<file path="src/rtl/imem_fetch_ctrl_pkg.sv">
// Shared fetch types and constants for the RV32I instruction-fetch slice.
package riscv_fetch_pkg;

   typedef enum logic [1:0] {
      IDLE = 2'd0,
      RUN  = 2'd1,
      STOP = 2'd2
   } fetch_state_t;

   localparam logic [31:0] DEFAULT_RESET_PC = 32'h0000_0000;
   localparam logic [31:0] NOP              = 32'h0000_0013;

   typedef struct packed {
      logic [31:0] pc;
      logic [31:0] instr;
   } fetch_entry_t;

   function automatic logic [31:0] word_align(input logic [31:0] addr);
      return addr & 32'hFFFF_FFFC;
   endfunction

endpackage

</file>
<file path="src/rtl/imem_fetch_ctrl_if.sv">
// Decode handshake plus execute redirect bundle of the fetch controller.
interface imem_fetch_ctrl_if;
   logic        out_valid;
   logic        out_ready;
   logic [31:0] out_instr;
   logic [31:0] out_pc;
   logic        redirect_valid;
   logic [31:0] redirect_pc;

   modport master (
      output out_valid, out_instr, out_pc,
      input  out_ready, redirect_valid, redirect_pc
   );

   modport slave (
      input  out_valid, out_instr, out_pc,
      output out_ready, redirect_valid, redirect_pc
   );
endinterface

</file>
<file path="src/rtl/imem_fetch_ctrl_fifo.sv">
// fetch_fifo: synchronous FIFO with flush; head data reads 0 when empty.
module fetch_fifo #(
   parameter int DEPTH = 2,
   parameter int WIDTH = 64
) (
   input  logic                   clk,
   input  logic                   reset,
   input  logic                   flush,
   input  logic                   push,
   input  logic                   pop,
   input  logic [WIDTH-1:0]       wdata,
   output logic [WIDTH-1:0]       rdata,
   output logic [$clog2(DEPTH):0] count,
   output logic                   full,
   output logic                   empty
);
   localparam int AW = $clog2(DEPTH);
   localparam logic [AW-1:0] PTR_ONE  = AW'(1);
   localparam logic [AW:0]   CNT_ONE  = (AW+1)'(1);
   localparam logic [AW:0]   CNT_FULL = (AW+1)'(DEPTH);

   logic [WIDTH-1:0] store [DEPTH];
   logic [AW-1:0]    rd_ptr;
   logic [AW-1:0]    wr_ptr;
   logic             do_push;
   logic             do_pop;

   assign empty   = (count == {(AW+1){1'b0}});
   assign full    = (count == CNT_FULL);
   assign do_pop  = pop && !empty;
   assign do_push = push && (!full || do_pop);
   assign rdata   = empty ? {WIDTH{1'b0}} : store[rd_ptr];

   // Pointer and occupancy tracking; flush empties the queue in one edge.
   always_ff @(posedge clk or posedge reset) begin
      if (reset) begin
         rd_ptr <= {AW{1'b0}};
         wr_ptr <= {AW{1'b0}};
         count  <= {(AW+1){1'b0}};
      end else if (flush) begin
         rd_ptr <= {AW{1'b0}};
         wr_ptr <= {AW{1'b0}};
         count  <= {(AW+1){1'b0}};
      end else begin
         if (do_push) wr_ptr <= wr_ptr + PTR_ONE;
         if (do_pop)  rd_ptr <= rd_ptr + PTR_ONE;
         case ({do_push, do_pop})
            2'b10:   count <= count + CNT_ONE;
            2'b01:   count <= count - CNT_ONE;
            default: count <= count;
         endcase
      end
   end

   // Entry storage; contents are qualified by count so it needs no reset.
   always_ff @(posedge clk) begin
      if (do_push && !flush) store[wr_ptr] <= wdata;
   end
endmodule

</file>
<file path="src/rtl/imem_fetch_ctrl.sv">
// RV32I fetch sequencer: PC, range check, redirect and prefetch buffering.
// Optional build macro FETCH_ZERO_HALT_EN halts fetch on an all-zero word.
module imem_fetch_ctrl
   import riscv_fetch_pkg::*;
#(
   parameter logic [31:0] RESET_PC   = DEFAULT_RESET_PC,
   parameter int          DEPTH      = 2,
   parameter int          IMEM_WORDS = 1024
) (
   input  logic                   clk,
   input  logic                   reset,
   input  logic                   fetch_en,
   output logic [31:0]            imem_addr,
   input  logic [31:0]            imem_rd,
   imem_fetch_ctrl_if.master      bus,
   output logic                   fault,
   output logic                   halted,
   output logic [$clog2(DEPTH):0] fifo_count
);
   localparam logic [31:0] WORDS_LIMIT = 32'(IMEM_WORDS);

   fetch_state_t state, state_next;
   logic [31:0]  pc, pc_next;
   logic         fault_next, halted_next;
   logic         in_range, zero_word, room, fetch_try;
   logic         range_err, zero_hit, push, pop, full, empty;
   fetch_entry_t wentry, head;

   assign imem_addr = {2'b00, pc[31:2]};
   assign in_range  = (imem_addr < WORDS_LIMIT);
`ifdef FETCH_ZERO_HALT_EN
   assign zero_word = (imem_rd == 32'h0000_0000);
`else
   assign zero_word = 1'b0;
`endif

   // Redirect suppresses any fetch in its cycle; a pop frees a slot for a push.
   assign pop       = bus.out_valid && bus.out_ready;
   assign room      = !full || pop;
   assign fetch_try = (state == RUN) && !bus.redirect_valid;
   assign range_err = fetch_try && !in_range;
   assign zero_hit  = fetch_try && in_range && room && zero_word;
   assign push      = fetch_try && in_range && room && !zero_word;
   assign wentry    = {pc, imem_rd};

   // State register with sticky status flags.
   always_ff @(posedge clk or posedge reset) begin
      if (reset) begin
         state  <= IDLE;
         pc     <= RESET_PC;
         fault  <= 1'b0;
         halted <= 1'b0;
      end else begin
         state  <= state_next;
         pc     <= pc_next;
         fault  <= fault_next;
         halted <= halted_next;
      end
   end

   // Next-state logic; redirect overrides every state including STOP.
   always_comb begin
      state_next = state;
      if (bus.redirect_valid) begin
         state_next = fetch_en ? RUN : IDLE;
      end else begin
         case (state)
            IDLE:    state_next = fetch_en ? RUN : IDLE;
            RUN: begin
               if (range_err || zero_hit) state_next = STOP;
               else if (!fetch_en)        state_next = IDLE;
               else                       state_next = RUN;
            end
            STOP:    state_next = STOP;
            default: state_next = IDLE;
         endcase
      end
   end

   // PC and status updates driven by the current state's decisions.
   always_comb begin
      pc_next     = pc;
      fault_next  = fault;
      halted_next = halted;
      if (bus.redirect_valid) begin
         pc_next     = word_align(bus.redirect_pc);
         fault_next  = 1'b0;
         halted_next = 1'b0;
      end else begin
         if (push)      pc_next     = pc + 32'd4;
         else           pc_next     = pc;
         if (range_err) fault_next  = 1'b1;
         else           fault_next  = fault;
         if (zero_hit)  halted_next = 1'b1;
         else           halted_next = halted;
      end
   end

   fetch_fifo #(
      .DEPTH (DEPTH),
      .WIDTH ($bits(fetch_entry_t))
   ) u_fifo (
      .clk   (clk),
      .reset (reset),
      .flush (bus.redirect_valid),
      .push  (push),
      .pop   (pop),
      .wdata (wentry),
      .rdata (head),
      .count (fifo_count),
      .full  (full),
      .empty (empty)
   );

   assign bus.out_valid = !empty;
   assign bus.out_pc    = head.pc;
   assign bus.out_instr = head.instr;
endmodule

</file>
<file path="src/flat_wrapper.sv">
// flat-port wrapper written by rule: the top's interface ports become plain ports
module imem_fetch_ctrl_flat import riscv_fetch_pkg::*;
#(
   parameter logic [31:0] RESET_PC   = DEFAULT_RESET_PC,
   parameter int          DEPTH      = 2,
   parameter int          IMEM_WORDS = 1024
)
  (clk, reset, fetch_en, imem_addr, imem_rd, fault, halted, fifo_count, bus_out_valid, bus_out_instr, bus_out_pc, bus_out_ready, bus_redirect_valid, bus_redirect_pc);
  imem_fetch_ctrl_if bus_i ();
  input  logic clk;
  input  logic reset;
  input  logic fetch_en;
  output logic [31:0] imem_addr;
  input  logic [31:0] imem_rd;
  output logic fault;
  output logic halted;
  output logic [$clog2(DEPTH):0] fifo_count;
  output wire logic [$bits(bus_i.out_valid)-1:0] bus_out_valid;
  output wire logic [$bits(bus_i.out_instr)-1:0] bus_out_instr;
  output wire logic [$bits(bus_i.out_pc)-1:0] bus_out_pc;
  input wire logic [$bits(bus_i.out_ready)-1:0] bus_out_ready;
  input wire logic [$bits(bus_i.redirect_valid)-1:0] bus_redirect_valid;
  input wire logic [$bits(bus_i.redirect_pc)-1:0] bus_redirect_pc;
  assign bus_out_valid = bus_i.out_valid;
  assign bus_out_instr = bus_i.out_instr;
  assign bus_out_pc = bus_i.out_pc;
  assign bus_i.out_ready = bus_out_ready;
  assign bus_i.redirect_valid = bus_redirect_valid;
  assign bus_i.redirect_pc = bus_redirect_pc;
  imem_fetch_ctrl #(.RESET_PC(RESET_PC), .DEPTH(DEPTH), .IMEM_WORDS(IMEM_WORDS)) u_core (.clk(clk), .reset(reset), .fetch_en(fetch_en), .imem_addr(imem_addr), .imem_rd(imem_rd), .bus(bus_i), .fault(fault), .halted(halted), .fifo_count(fifo_count));
endmodule
</file>
<file path="config.mk">
export PLATFORM = sky130hd
export DESIGN_NAME = imem_fetch_ctrl_flat
export DESIGN_NICKNAME = d
export VERILOG_FILES = /design/src/rtl/imem_fetch_ctrl_pkg.sv /design/src/rtl/imem_fetch_ctrl_if.sv /design/src/rtl/imem_fetch_ctrl_fifo.sv /design/src/rtl/imem_fetch_ctrl.sv /design/src/flat_wrapper.sv
export SDC_FILE = /design/constraint.sdc
export NUM_CORES = 1
export LEC_CHECK = 0
export ABC_AREA = 1
export CORE_ASPECT_RATIO = 2
export CORE_UTILIZATION = 40
export CTS_CLUSTER_DIAMETER = 30
export DETAILED_ROUTE_END_ITERATION = 10
export GPL_TIMING_DRIVEN = 1
export PLACE_DENSITY = 0.68
export RECOVER_POWER = 50
export SLEW_MARGIN = 20
export SYNTH_ARGS = -nofsm -noshare
export SYNTH_HDL_FRONTEND = slang
export SYNTH_SLANG_ARGS = --single-unit
</file>
<file path="constraint.sdc">
create_clock -name clk -period 6 [get_ports clk]
set_clock_uncertainty 0.2 [all_clocks]
set_input_delay 1.2 -clock clk [delete_from_list [all_inputs] [get_ports clk]]
set_output_delay 1.2 -clock clk [all_outputs]
set_load 0.01 [all_outputs]
</file>
==> metrics.yaml, run 1 <==
status: "finished with violations"
violations: "capacitance limit, slew limit"
start_util: 0.412
tightest_slew_ns: 2.09
clock_sinks: 161
io_pins: 170
dp_hpwl_mm: 10.5
p_leak_nw: 3.46
synth_top_family_by_area: "simple AND/OR/NAND/NOR gates"
synth_compound_area_frac: 0.0614
fin_crit_sh: 0.842
fp-row-count: 65
final_common_cell: "nand2_1"
overflow: 0
cts_buffer_depth: 2
synth_mux_area_frac: 0
die-area_um2: 17000
root_buffer: "clkbuf_16"
regArea_um2: 4650
cap_violations: 2
maxSlewHeadroom: -0.390
postCtsSetupBuffers: 0
yosysSeqAreaShare: 0.708
hold_violations: 0
cts_buffers: 17
track_usage: 0.193
cts_tree: "built"
multiInputGateArea_um2: 1700
arrival_ns: 4.90
drc_errors: 0
required_ns: 5.85
clk_latency_ns: 0.41
drive_gt1_frac: 0.0575
diodes: 0
start_kind: "input pin"
htreeDepth: 4
grt_pass1_wl_mm: 24.8
yosysWarnings: 0
drv_slew: 62
rsz0062_at_grt: "no"
syn_area_um2: 6570
antenna_left: 0
crit_fanout: 42
vias: 4835
drt-initial-drc-count: 171
hp-class: "flip-flop to flip-flop"
finalCoreUtilization: 0.560
grt_max_degree: 66
post_drt_wl_per_cell_um: 16.1
grt_pass1_vias: 5020
setup_tns_ns: 0
hp-start: "u_core.state[0]$_DFF_PP0_"
power_density_nw_per_um2: 350
coreArea_um2: 15900
ctsHoldBuffers: 0
startpoint: "bus_redirect_valid"
viasPerCell: 5.01
syn_to_final_growth_pct: 35.9
synth-xor-area-share: 0.00934
post_cts_resized: 0
synthAdderAreaFrac: 0.00191
portBuffers: 162
final_net_count: 822
irDropWorstVdd_uv: 261
place.gp.congestion: 0.786
mostFrequentLayoutCells: "221 x nand2_1, 124 x edfxtp_1, 95 x clkdlybuf4s50_1"
critPathKind: "input pin to flip-flop"
fillers: 1398
postSynthCellCount: 597
wl_mm: 15.6
die_w_um: 92.6
synthSimpleGateAreaFrac: 0.184
synth_area_per_cell_um2: 11.0
die_h_um: 183
dr.pass1.iters: 4
max_freq_mhz: 198
final-setup-viol-count: 0
path_clk_slew_ns: 0.06
antenna_found_initial: 0
ys_types: 28
r2r_slack_ns: 2.04
end_kind: "flip-flop"
synth_seq_cells: 161
fin_crit_ns: 5.05
r2r_start: "u_core.pc[17]$_DFFE_PP0P_"
through the flow:
step	hold WS [ns]	power, mW	cells	cell area [µm²]	setup slack (ns)
finish	0.267	3.12	966	8920	0.947
CTS	0.263	3.18	966	8940	1.51
detailed placement	0.255	2.14	934	8350	1.78
floorplan	0.235	1.67	601	6580	0.754
global route	0.306	3.27	966	8920	0.638
global placement	0.247	2.12	934	8350	1.83
metal layers:
layer  part of all wire  track usage
met2               0.57        0.369
met1               0.36        0.196
met4              0.029       0.0969
met5                  0            0
met3              0.038       0.0332
cell families after synthesis:
kind of cell	after synthesis
flip-flops	161
AND/OR/NAND/NOR	297
other	1
adder cells (fa/ha/maj)	1
AO/OA/AOI/OAI	78
XOR/XNOR	7
buffers and inverters	52
cell type report:
cell class / count / share of cell area
well taps: 201 / 0.0282
clock buffers: 22 / 0.0581
multi-input cells: 388 / 0.191
clock inverters: 10 / 0.00785
repair buffers: 169 / 0.187
inverters: 15 / 0.00645
flip-flops and latches: 161 / 0.521
report_power, final:
| group | internal [mW] | leakage [nW] | switching [mW] |
|---|---|---|---|
| logic | 0.379 | 1.59 | 0.419 |
| registers | 1.24 | 1.58 | 0.0499 |
| clock network | 0.616 | 0.296 | 0.419 |
| total | 2.23 | 3.46 | 0.888 |
sequential cells by signal, indices dropped and copies added, names as in the netlist:
name,count
u_core.u_fifo.wr_ptr,1
u_core.state,2
u_core.u_fifo.store,124
u_core.u_fifo.count,2
u_core.fault,1
u_core.pc,30
u_core.u_fifo.rd_ptr,1
worst paths after layout:
| path | end | cells past startpoint |
|---|---|---|
| setup / recovery | u_core.u_fifo.store[0][31]$_DFFE_PP_ | 6 |
| hold / removal | u_core.state[1]$_DFF_PP0_ | 1 |
| setup reg to reg | u_core.u_fifo.store[0][31]$_DFFE_PP_ | 8 |
| hold reg to reg | u_core.state[1]$_DFF_PP0_ | 1 |
| max in group asynchronous | u_core.u_fifo.rd_ptr$_DFFE_PP0P_ | 3 |
| min in group asynchronous | u_core.pc[28]$_DFFE_PP0P_ | 3 |
cell usage after synthesis (all sizes together):
library cell | count | area (µm²)
a21o | 1 | 7.51
a21oi | 65 | 325
a22oi | 1 | 7.51
and3 | 1 | 6.26
buf | 13 | 77.6
clkbuf | 24 | 90.1
conb | 1 | 3.75
dfrtp | 37 | 926
edfxtp | 124 | 3720
ha | 1 | 12.5
inv | 15 | 56.3
nand2 | 221 | 830
nand3 | 43 | 215
nand4 | 3 | 18.8
nor2 | 25 | 106
nor3 | 2 | 15.0
nor3b | 2 | 20.0
o211ai | 1 | 12.5
o21ai | 10 | 50.1
xnor2 | 4 | 35.0
xor2 | 3 | 26.3
worst max-delay path, stage by stage:
cell           delay (ns)
dlygate4sd3_1        0.53
buf_4                0.27
nor3b_1              0.45
o211ai_1             0.27
nor2_1               1.48
buf_4                0.67
Power figures use the tool's default switching activity.
==> run 2, diff against run 1 <==
==> constraint.sdc (replaced) <==
create_clock -name clk -period 5.1 [get_ports clk]
set_clock_uncertainty 0.2 [all_clocks]
set_input_delay 1.02 -clock clk [delete_from_list [all_inputs] [get_ports clk]]
set_output_delay 1.02 -clock clk [all_outputs]
set_load 0.01 [all_outputs]
==> run 2 against run 1 <==
The run still ends with capacitance limit, slew limit left; final area about the same; first-iteration DRC count grew 15%; hold slack better by 0.0074 ns; non-clock buffer count grew 2; wire length decreased by 3.0%; critical path type unchanged; highest routed layer unchanged.
==> metrics.yaml, run 2 (synthesized netlist as in run 1, its figures left out) <==
viasPerCell: 4.99  # -0.29%
drive_gt1_frac: 0.0600  # +0.00246
worst-path-buf-inv: 3  # unchanged
drc_errors: 0  # unchanged
start_kind: "input pin"
cp_cell_sequence: "dlygate4sd3_1 -> clkbuf_1 -> inv_1 -> nand2_1 -> nand2_1 -> nand2_1"
fin_crit_ns: 4.03
ctsHoldBuffers: 0  # unchanged
dr.pass1.iters: 5  # +1
maxSlewHeadroom: -0.402  # -0.0123
drv_slew: 80  # +29%
wl_mm: 15.1  # -3.0%
arrival_ns: 4.18  # -0.72 ns
violations: "capacitance limit, slew limit"
cpMostUsedCell: "nand2_1"
hold_violations: 0  # unchanged
power_density_nw_per_um2: 403  # +15%
grt_max_degree: 65  # -1.5%
fin_crit_sh: 0.791
mostFrequentLayoutCells: "221 x nand2_1, 124 x edfxtp_1, 101 x clkdlybuf4s50_1"
grt_pass1_wl_mm: 24.1  # -2.8%
clk_latency_ns: 0.41  # about the same
die_w_um: 92.6  # unchanged
path_clk_slew_ns: 0.06  # about the same
cts_buffer_depth: 2  # unchanged
post_drt_wl_per_cell_um: 15.6  # -3.2%
drt-initial-drc-count: 196  # +15%
end_kind: "flip-flop"
slowest_delay_ns: 1.22  # -0.26 ns
crit_family: "buffers and inverters"
setup_tns_ns: 0  # unchanged
clock_sinks: 161  # unchanged
irDropWorstVdd_uv: 236  # -9.3%
final_common_cell: "nand2_1"
status: "finished with violations"
coreArea_um2: 15900  # unchanged
finalCoreUtilization: 0.559  # about the same
p_leak_nw: 3.42  # -0.98%
io_pins: 170  # unchanged
grt_pass1_vias: 4838  # -3.6%
r2r_start: "u_core.pc[17]$_DFFE_PP0P_"
hp-class: "flip-flop to flip-flop"
antenna_found_initial: 0  # unchanged
largest_reg_flops: 124  # unchanged
hp-start: "u_core.state[0]$_DFF_PP0_"
vias: 4831  # -0.083%
final_net_count: 824  # +0.24%
fp-row-count: 65  # unchanged
start_util: 0.412  # unchanged
slowest_stage: "clkbuf_1"
portBuffers: 162  # unchanged
cts_buffers: 17  # unchanged
fillers: 1367  # -2.2%
die-area_um2: 17000  # unchanged
rsz0062_at_grt: "no"
syn_to_final_growth_pct: 35.8  # about the same
post_cts_resized: 0  # unchanged
critPathKind: "input pin to flip-flop"
overflow: 0  # unchanged
startpoint: "bus_redirect_valid"
diodes: 0  # unchanged
cap_violations: 2  # unchanged
layout_setup_ws_ns: 1.07  # +0.120 ns
die_h_um: 183  # unchanged
htreeDepth: 4  # unchanged
crit_fanout: 41  # -2.4%
place.gp.congestion: 0.846  # +7.7%
required_ns: 5.24  # -0.61 ns
antenna_left: 0  # unchanged
root_buffer: "clkbuf_16"
largest_register: "u_core.u_fifo.store"
max_freq_mhz: 248
cts_tree: "built"
dp_hpwl_mm: 10.2  # -2.2%
postCtsSetupBuffers: 0  # unchanged
tightest_slew_ns: 2.10  # +0.0184 ns
final-setup-viol-count: 0  # unchanged
track_usage: 0.187  # -0.00572
post-place-ws_ns: 1.59  # -0.190 ns
reg_top3: "u_core.u_fifo.store: 124 flops, u_core.pc: 30 flops"
[run 2: cell count changes in the layout (fill, tap and decap cells not counted), moves of 2 or more]
cell | previous run | this run
clkbuf_1 | 2 | 4
clkbuf_16 | 20 | 17
clkdlybuf4s50_1 | 95 | 101
clkinv_2 | 5 | 0
clkinvlp_4 | 0 | 4
dlygate4sd3_1 | 67 | 61
inv_6 | 1 | 4
[run 2: area by class of cell]
type / count / area [µm²] / share of cell area
flip-flops and latches: 161 / 4650 / 0.522
multi-input cells: 388 / 1720 / 0.193
repair buffers: 171 / 1690 / 0.190
clock buffers: 20 / 447 / 0.0501
well taps: 201 / 251 / 0.0282
clock inverters: 12 / 100 / 0.0112
inverters: 15 / 56.3 / 0.00631
[run 2: per-layer routing]
metal  track usage  vias to the layer above  part of all wire
met5             0                        -                 0
met4         0.112                        0             0.047
met3        0.0340                       38             0.041
met2         0.339                      153              0.54
met1         0.198                     2309              0.37
li1              -                     2331                 -
[run 2: final timing paths]
kind                                                             end  slack (ns)  depth (start not counted)
worst min register to register             u_core.state[1]$_DFF_PP0_        0.27                          1
worst max register to register  u_core.u_fifo.store[1][31]$_DFFE_PP_        2.43                          8
max in group asynchronous           u_core.u_fifo.rd_ptr$_DFFE_PP0P_        1.71                          3
worst max-delay path                       u_core.pc[11]$_DFFE_PP0P_        1.07                          6
min in group asynchronous                  u_core.pc[28]$_DFFE_PP0P_        1.62                          3
worst min-delay path                       u_core.state[1]$_DFF_PP0_        0.27                          1
[run 2: stage by stage]
step,cell area (µm²),power (mW),cells,hold slack (ns)
4_1_cts,8930,3.66,968,0.270
6_report,8920,3.60,968,0.275
3_3_place_gp,8380,2.49,936,0.249
2_1_floorplan,6580,1.96,601,0.235
5_1_grt,8920,3.78,968,0.298
3_5_place_dp,8380,2.51,936,0.262
[run 2: where the power goes]
| group | internal (mW) | switching [mW] | total (mW) |
|---|---|---|---|
| Combinational | 0.447 | 0.490 | 0.937 |
| Sequential | 1.46 | 0.0596 | 1.52 |
| Clock | 0.644 | 0.497 | 1.14 |
==> run 3, diff against run 2 <==
==> constraint.sdc (replaced) <==
create_clock -name clk -period 4.1 [get_ports clk]
set_clock_uncertainty 0.2 [all_clocks]
set_input_delay 0.82 -clock clk [delete_from_list [all_inputs] [get_ports clk]]
set_output_delay 0.82 -clock clk [all_outputs]
set_load 0.01 [all_outputs]
==> run 3 against run 2 <==
Wire length grew 4.2%; hold slack lost 0.0085 ns; utilization up 0.69 points; power up 30%; sequential power increased by 24%; count of clock-buffer cells in the layout unchanged; setup slack got worse by 0.58 ns; largest cell class unchanged; first-iteration DRC count up 4.6%; global-route usage rose by 0.65 points; non-clock buffer count is 3 higher; clock power grew 41%; the run still ends with capacitance limit, slew limit left; highest routed layer unchanged.
==> metrics.yaml, run 3 (synthesized netlist as in run 1, its figures left out) <==
cts_buffers: 17  # unchanged
required_ns: 4.02  # -1.22 ns
die_h_um: 183  # unchanged
final-setup-viol-count: 0  # unchanged
largest_reg_flops: 124  # unchanged
maxSlewHeadroom: -0.373  # +0.0296
crit_fanout: 24  # -41%
final_common_cell: "nand2_1"
largest_register: "u_core.u_fifo.store"
post_cts_resized: 0  # unchanged
drt-initial-drc-count: 205  # +4.6%
slowest_delay_ns: 1.36  # +0.14 ns
place.gp.congestion: 0.806  # -4.7%
drive_gt1_frac: 0.0610  # +0.00107
end_kind: "flip-flop"
dp_hpwl_mm: 10.6  # +3.7%
track_usage: 0.194  # +0.00654
grt_pass1_wl_mm: 24.5  # +1.4%
reg_top3: "u_core.u_fifo.store: 124 flops, u_core.pc: 30 flops"
holdPathEnd: "u_core.state[1]$_DFF_PP0_"
violations: "capacitance limit, slew limit"
hold_violations: 0  # unchanged
grt_pass1_vias: 4861  # +0.48%
path_clk_slew_ns: 0.06  # about the same
hold_ws_ns: 0.266  # -0.00853 ns
layout_setup_ws_ns: 0.482  # -0.585 ns
post_drt_wl_per_cell_um: 16.2  # +3.9%
hp-start: "u_core.state[0]$_DFF_PP0_"
min_path_cells: 1  # unchanged
slowest_stage: "nor2_1"
r2r_end: "u_core.u_fifo.store[1][27]$_DFFE_PP_"
cts_buffer_depth: 2  # unchanged
cts_tree: "built"
p_leak_nw: 3.49  # +1.9%
start_kind: "input pin"
wl_mm: 15.7  # +4.2%
antenna_found_initial: 0  # unchanged
max_freq_mhz: 276
postCtsSetupBuffers: 0  # unchanged
grt_max_degree: 65  # unchanged
diodes: 0  # unchanged
critPathKind: "input pin to flip-flop"
power_density_nw_per_um2: 518  # +29%
status: "finished with violations"
drc_errors: 0  # unchanged
drv_slew: 55  # -31%
r2r_start: "u_core.u_fifo.count[0]$_DFFE_PP0P_"
r2r_slack_ns: 0.75  # -1.68 ns
ctsHoldBuffers: 0  # unchanged
fin_crit_sh: 0.882
portBuffers: 162  # unchanged
root_buffer: "clkbuf_16"
overflow: 0  # unchanged
die-area_um2: 17000  # unchanged
die_w_um: 92.6  # unchanged
finalCoreUtilization: 0.566  # +0.00691
fp-row-count: 65  # unchanged
tightest_slew_ns: 2.06  # -0.0443 ns
mostFrequentLayoutCells: "221 x nand2_1, 124 x edfxtp_1, 102 x clkdlybuf4s50_1"
arrival_ns: 3.54  # -0.64 ns
coreArea_um2: 15900  # unchanged
clock_sinks: 161  # unchanged
clk_latency_ns: 0.43  # +0.02 ns
start_util: 0.412  # unchanged
irDropWorstVdd_uv: 298  # +26%
hp-class: "flip-flop to flip-flop"
viasPerCell: 5.01  # +0.37%
vias: 4864  # +0.68%
fin_crit_ns: 3.62
r2r_cells: 5  # -3
final_net_count: 827  # +0.36%
io_pins: 170  # unchanged
dr.pass1.iters: 5  # unchanged
cp_cell_sequence: "dlygate4sd3_1 -> nor3b_2 -> o211ai_1 -> nor2_1 -> buf_12"
htreeDepth: 4  # unchanged
post-place-ws_ns: 0.948  # -0.645 ns
antenna_left: 0  # unchanged
syn_to_final_growth_pct: 37.5
cap_violations: 2  # unchanged
rsz0062_at_grt: "no"
==> run 3: cell types whose count changed in the layout (fill, tap and decap cells not counted), moves of 2 or more <==
cell,delta
buf_12,+2
buf_4,+2
bufinv_16,+3
clkbuf_1,-2
clkinv_1,+2
clkinv_4,+3
clkinvlp_4,-4
inv_6,-4
nor2_1,+2
==> run 3: layer usage <==
metal	vias to the layer above	share of wire	GRT usage
met5	-	0	0
met4	0	0.035	0.102
met3	30	0.046	0.0493
met2	164	0.56	0.354
met1	2327	0.36	0.199
li1	2343	-	-
==> run 3: worst max path at each step <==
stage                     depth (start not counted)                               start  slack, ns                                   end
final                                             5                  bus_redirect_valid       0.48  u_core.u_fifo.store[1][27]$_DFFE_PP_
after global placement                            6                  bus_redirect_valid       0.95             u_core.pc[12]$_DFFE_PP0P_
after detailed placement                          6                  bus_redirect_valid       0.95             u_core.pc[12]$_DFFE_PP0P_
after global routing                              5                  bus_redirect_valid       0.35  u_core.u_fifo.store[1][29]$_DFFE_PP_
after CTS                                         4  u_core.u_fifo.count[1]$_DFFE_PP0P_       0.51                        bus_out_pc[30]
after floorplan                                   5                  bus_redirect_valid      -0.77   u_core.u_fifo.store[0][0]$_DFFE_PP_
==> run 3: power by group <==
| part | total, mW | switching [mW] | internal [mW] |
|---|---|---|---|
| combinational | 1.18 | 0.614 | 0.566 |
| sequential | 1.89 | 0.0722 | 1.81 |
| clock | 1.61 | 0.622 | 0.992 |
| total | 4.68 | 1.31 | 3.37 |
==> run 3: worst max-delay path: cells and delay by family <==
family	cells	cell delay, ns
buf+inv	2	0.87
simple gates	2	1.65
compound gates	1	0.16
==> run 3: per-stage QoR <==
| stage | TNS (ns) | cell area, µm² | std cells | total power, mW |
|---|---|---|---|---|
| after CTS | 0 | 9040 | 971 | 4.75 |
| after global placement | 0 | 8430 | 939 | 3.11 |
| after detailed placement | 0 | 8430 | 939 | 3.13 |
| final | 0 | 9030 | 971 | 4.68 |
| after global routing | 0 | 9030 | 971 | 4.89 |
| after floorplan | -95.04 | 6580 | 601 | 2.44 |
==> run 3: layout make-up <==
class	count	area (µm²)
well taps	201	251
clock inverters	12	159
repair buffers	174	1750
inverters	15	56.3
fillers	1365	6910
flip-flops and latches	161	4650
clock buffers	20	457
multi-input cells	388	1710
